### src/rtl/register_file_param.sv
// Parametrised decode-stage register file: two async read ports, one masked
// synchronous write port, a post-reset clear sweep, optional zero reg and bypass.
module register_file_param #(
  parameter int unsigned DATA_WIDTH = 32,
  parameter int unsigned ADDR_WIDTH = 5,
  parameter bit          ZERO_REG   = 1'b1,
  parameter bit          BYPASS     = 1'b1
) (
  input  logic                    clk,
  input  logic                    reset,
  input  logic                    we,
  input  logic [DATA_WIDTH/8-1:0] write_mask,
  input  logic [ADDR_WIDTH-1:0]   write_reg,
  input  logic [DATA_WIDTH-1:0]   write_data,
  input  logic [ADDR_WIDTH-1:0]   read_reg1,
  input  logic [ADDR_WIDTH-1:0]   read_reg2,
  output logic [DATA_WIDTH-1:0]   read_data1,
  output logic [DATA_WIDTH-1:0]   read_data2,
  output logic                    busy,
  output logic                    drop
);

  localparam int unsigned NUM_BYTES = DATA_WIDTH / 8;
  localparam int unsigned DEPTH     = 1 << ADDR_WIDTH;

  typedef enum logic {
    CLEAR = 1'b0,
    READY = 1'b1
  } state_t;

  state_t                  state, state_nxt;
  logic [ADDR_WIDTH-1:0]   ptr, ptr_nxt;
  logic                    busy_nxt;
  logic                    drop_nxt;
  logic [DATA_WIDTH-1:0]   regs [DEPTH];

  logic                    zero_wr_c;
  logic                    write_ok_c;
  logic [DATA_WIDTH-1:0]   wr_merged_c;

  function automatic logic [DATA_WIDTH-1:0] merge_bytes(
    input logic [DATA_WIDTH-1:0] old_v,
    input logic [DATA_WIDTH-1:0] new_v,
    input logic [NUM_BYTES-1:0]  mask
  );
    logic [DATA_WIDTH-1:0] r;
    r = old_v;
    for (int unsigned i = 0; i < NUM_BYTES; i++) begin
      if (mask[i]) r[8*i +: 8] = new_v[8*i +: 8];
    end
    return r;
  endfunction

  // State register; reset restarts the sweep without touching the array.
  always_ff @(posedge clk) begin
    if (reset) begin
      state <= CLEAR;
      ptr   <= '0;
      busy  <= 1'b1;
      drop  <= 1'b0;
    end else begin
      state <= state_nxt;
      ptr   <= ptr_nxt;
      busy  <= busy_nxt;
      drop  <= drop_nxt;
    end
  end

  // Next-state: sweep one entry per edge, leave CLEAR after the last entry.
  always_comb begin
    state_nxt = state;
    ptr_nxt   = ptr;
    busy_nxt  = 1'b0;
    drop_nxt  = 1'b0;
    case (state)
      CLEAR: begin
        ptr_nxt  = ADDR_WIDTH'(ptr + 1'b1);
        drop_nxt = we;
        if (ptr == ADDR_WIDTH'(DEPTH - 1)) begin
          state_nxt = READY;
          busy_nxt  = 1'b0;
        end else begin
          busy_nxt  = 1'b1;
        end
      end
      READY: begin
        busy_nxt = 1'b0;
      end
      default: begin
        state_nxt = CLEAR;
        ptr_nxt   = '0;
        busy_nxt  = 1'b1;
      end
    endcase
  end

  always_comb begin
    zero_wr_c   = ZERO_REG && (write_reg == '0);
    write_ok_c  = (state == READY) && we && !zero_wr_c;
    wr_merged_c = merge_bytes(regs[write_reg], write_data, write_mask);
  end

  // Array update: clear sweep in CLEAR, masked write-back in READY.
  always_ff @(posedge clk) begin
    if (!reset) begin
      if (state == CLEAR) begin
        regs[ptr] <= '0;
      end else if (write_ok_c) begin
        regs[write_reg] <= wr_merged_c;
      end
    end
  end

  // Read ports resolve busy, zero register, bypass, then stored value.
  always_comb begin
    read_data1 = regs[read_reg1];
    if (busy || (ZERO_REG && (read_reg1 == '0))) begin
      read_data1 = '0;
    end else if (BYPASS && write_ok_c && (write_reg == read_reg1)) begin
      read_data1 = wr_merged_c;
    end
  end

  always_comb begin
    read_data2 = regs[read_reg2];
    if (busy || (ZERO_REG && (read_reg2 == '0))) begin
      read_data2 = '0;
    end else if (BYPASS && write_ok_c && (write_reg == read_reg2)) begin
      read_data2 = wr_merged_c;
    end
  end

endmodule
### config.mk
export PLATFORM = sky130hd
export DESIGN_NAME = register_file_param
export DESIGN_NICKNAME = d
export VERILOG_FILES = /design/src/rtl/register_file_param.sv
export SDC_FILE = /design/constraint.sdc
export NUM_CORES = 2
export LEC_CHECK = 0
export CORE_MARGIN = 5
export CORE_UTILIZATION = 47
export DETAILED_ROUTE_END_ITERATION = 10
export GPL_TIMING_DRIVEN = 0
export PLACE_DENSITY = 0.67
export SLEW_MARGIN = 20
export SYNTH_ARGS = -nofsm -noshare
export SYNTH_HDL_FRONTEND = slang
export SYNTH_SLANG_ARGS = --single-unit
### constraint.sdc
create_clock -name clk -period 7.8 [get_ports clk]
set_clock_uncertainty 0.2 [all_clocks]
set_input_delay 0.78 -clock clk [delete_from_list [all_inputs] [get_ports clk]]
set_output_delay 0.78 -clock clk [all_outputs]
set_load 0.01 [all_outputs]
==> key figures <==
Status
  • Status: finished clean

Finish
  • Register area: ~0.03 mm2
  • Area growth syn-to-layout: 16.19%
  • Fillers: just over 9,000
  • Layout cells sized above 1: 34.78%
  • Final instance area: 0.06564 mm2
  • Final core occ: 54.86%
  • Nets: 3,560
  • Multi-input gate area: 0.02454 mm2

Timing
  • Final critical-path share of the clock period: 94.87%
  • Setup violators final: 0
  • Worst hold slack: 0.4288 ns
  • RSZ-0062 raised after global routing: false
  • Slew HR: 5.450%
  • Final hold viol count: 0
  • Fin. max-slew vios: 0
  • Tightest Pin Transition: 1.414 ns
  • Minimum clock period: 7.400 ns
  • Setup TNS: 0 ns
  • Highest clock rate: 135.1 MHz

Global route
  • Most Used Layer, Global Route: met2
  • GR Util met1: 49.81%
  • Total congestion overflow: 0
  • Largest net degree at the start of global routing: 33
  • Initial antenna violation count: 16
  • M2 GR Usage: 54.21%
  • First-pass GRT wire length: about 350,000 um
  • Vias in the first global route: 40,490
  • Grt met3 use: 23.71%
  • Total GRT Usage: about two fifths

Synthesis
  • Netlist Area Pre-Place: 0.05649 mm2
  • Post-Syn Instances: ~3,200
  • Mean Syn Cell Area: 17.59 um2
  • Synth top area share: 54.43%
  • Top post-synthesis cells by area: edfxtp_1 (54%), mux4_2 (26%), mux2i_1 (4.5%)
  • Synth Warn #: 0
  • Top cell type by total area after synthesis: edfxtp_1
  • Yosys cell types: 62
  • Seq/Total Area, Yosys: 54.71%
  • Async S/R FF share, synth: 0%
  • Syn Nets: 3,268
  • Post-synth EDFFs: 1,024
  • Synth Register Bits: 1,032
  • Primary FF master, synth: edfxtp_1

Power
  • Leakage: 21.05 nW
  • Peak VDD IR: 0.1815 mV
  • P per Cell Area: approximately 200 mW/mm2

Clock network
  • Clock transition at path regs: ~0.06 ns
  • CTS buffer count: 111
  • Max clock buf depth: 3
  • H-tree depth: 3
  • Clk Latency, worst-skew pair: 0.78 ns
  • Post-cts resize count: 0
  • Post-CTS Setup Inserts: 0
  • Hold-fix buffers, CTS: 0
  • Root Driver: clkbuf_16
  • CTS tree: yes
  • # clock sinks: about 1,000

Route
  • First-pass iteration count of the detailed router: 9
  • DR vias: 43,400
  • Post-route DRC: 0
  • Vias per inst: 8.301
  • Drt wl/cell: ~51 um
  • Antenna violation net count after detailed routing: 0
  • Initial DRC Count: a little under 10,000
  • Detailed Route WL: around 270,000 um

Critical path
  • R2r startpoint: state
  • Worst Path Max Fanout: 11
  • Worst Setup End Kind: primary output
  • WP data required: 6.82 ns
  • Startpoint types: primary input
  • Worst R2R Path Depth: 8
  • End of the worst register-to-register path: regs[5][10]
  • Setup CP Type: in -> out
  • Reg2reg setup slack: a little over 4 ns
  • Worst path arrival time: about 6.4 ns

Placed design
  • IO Port Bufs: 105
  • GP Congestion: ~1.1
  • DP Area: 0.06183 mm2
  • Detailed Place HPWL: between 150,000 and 200,000 um

Worst hold path
  • Hold path start: ptr[4]
  • Hold path endpoint: ptr[4]
  • Hold WC Path Type: reg -> reg
  • Hold Crit Depth: 3

Die
  • Site Rows: 127
  • Die area: roughly 0.13 mm2
  • Die X-Extent: 356.7 um
  • Starting Density: 47.21%
  • I/O pins: 120
  • Die Ht: 356.7 um
  • Core Box Area: 0.1197 mm2

Run
  • Max capacitance violation total: 0
==> cell type report <==
| class | instances | share of cell area, % |
|---|---|---|
| inverter | 9 | 0.05147 |
| clock inverter | 73 | 1.209 |
| tap | 1612 | 3.073 |
| buffer | 318 | 2.438 |
| sequential | 1032 | 47.09 |
| antenna | 19 | 0.07244 |
| timing repair buffer | 179 | 4.188 |
| clock buffer | 133 | 4.487 |
| multi-input combinational | 1853 | 37.39 |
==> per-stage QoR <==
| step | instances | setup WS, ns | total power, mW |
|---|---|---|---|
| 6_report | 5228 | 0.3998 | 13.17 |
| 5_1_grt | 5212 | 0.8105 | 13.33 |
| 4_1_cts | 5209 | 1.073 | 13.01 |
| 3_5_place_dp | 5003 | 1.070 | 7.605 |
| 3_3_place_gp | 4929 | 0.01513 | 7.563 |
| 2_1_floorplan | 3212 | 3.542 | 6.955 |
==> Yosys cell counts, drive strengths merged (10+ instances only) <==
library cell     n
mux2            55
nand2           76
mux4           659
nor2            92
a211oi          33
a22o            44
edfxtp        1024
a221oi          85
o221ai          23
buf            165
mux2i          252
a21oi           76
o32ai           18
clkbuf         153
a211o           15
o21a            16
o2bb2ai         13
o22a            31
o21ai           15
nand4           19
nor4            17
nand3           34
a22oi           72
o22ai           95
or3             10
==> metal layers <==
metal,vias up,wire length [um]
met1,22010,84990
met4,14,25950
met3,1367,50980
met2,5218,104300
li1,14790,-
met5,-,548
==> sequential cells by signal, summed over array words and instances (netlist names) <==
name and cells:
state 1, busy 1, regs 1024, ptr 5, drop 1
==> critical path, stage by stage <==
cell and delay [ns]:
clkbuf_1 0.16, buf_2 0.24, nor2b_1 0.91, clkbuf_1 0.94, clkbuf_2 0.84, a22oi_1 0.19, nand3_1 0.34, a21oi_1 0.13
a211oi_1 1.10, clkdlybuf4s50_1 0.75
==> cell families (layout without fill, tap and decap cells) <==
family / Yosys count / count (layout) / synth area share (%)
mux: 966 / 966 / 31.83
flops: 1032 / 1032 / 54.71
fa+ha+maj: 2 / 2 / 0.04429
other cells: 0 / 19 / 0
compound gates: 573 / 573 / 7.854
xor+xnor: 13 / 13 / 0.2015
simple gates: 299 / 299 / 2.591
buf+inv: 327 / 712 / 2.762
==> cells in the final DEF, fill, tap and decap left out, drive strengths merged, types with 8 or more instances in the layout <==
cell / instances
o22ai: 95
o22a: 31
or3: 10
nand3: 34
nor2: 92
clkdlybuf4s50: 105
xnor2: 9
mux2i: 252
o31a: 8
o21a: 16
clkbuf: 286
nor3: 9
a22o: 44
nor2b: 9
bufinv: 17
o2bb2ai: 13
a211o: 15
mux4: 659
o221ai: 23
a211oi: 33
a22oi: 72
nand2: 76
nor4: 17
inv: 9
buf: 239
a221oi: 85
clkinv: 52
nand4: 19
a21oi: 76
o21ai: 15
mux2: 55
dfxtp: 8
o41a: 9
diode: 19
o32ai: 18
edfxtp: 1024
==> worst max path at each step <==
| stage | startpoint | endpoint | slack [ns] | depth (start not counted) |
|---|---|---|---|---|
| floorplan | write_reg[0] | regs[17][0] | 3.54 | 8 |
| global placement | write_reg[1] | regs[4][8] | 0.02 | 8 |
| detailed placement | read_reg2[3] | read_data2[25] | 1.07 | 8 |
| CTS | read_reg2[3] | read_data2[25] | 1.07 | 8 |
| global route | read_reg1[2] | read_data1[1] | 0.81 | 10 |
| finish | read_reg1[2] | read_data1[1] | 0.40 | 10 |
==> report_power, final <==
group | switching, mW | internal [mW]
Clock | 2.33 | 3.23
Sequential | 0.0251 | 6.04
Combinational | 1.04 | 0.500
Total | 3.39 | 9.78
Power figures use the tool's default switching activity.
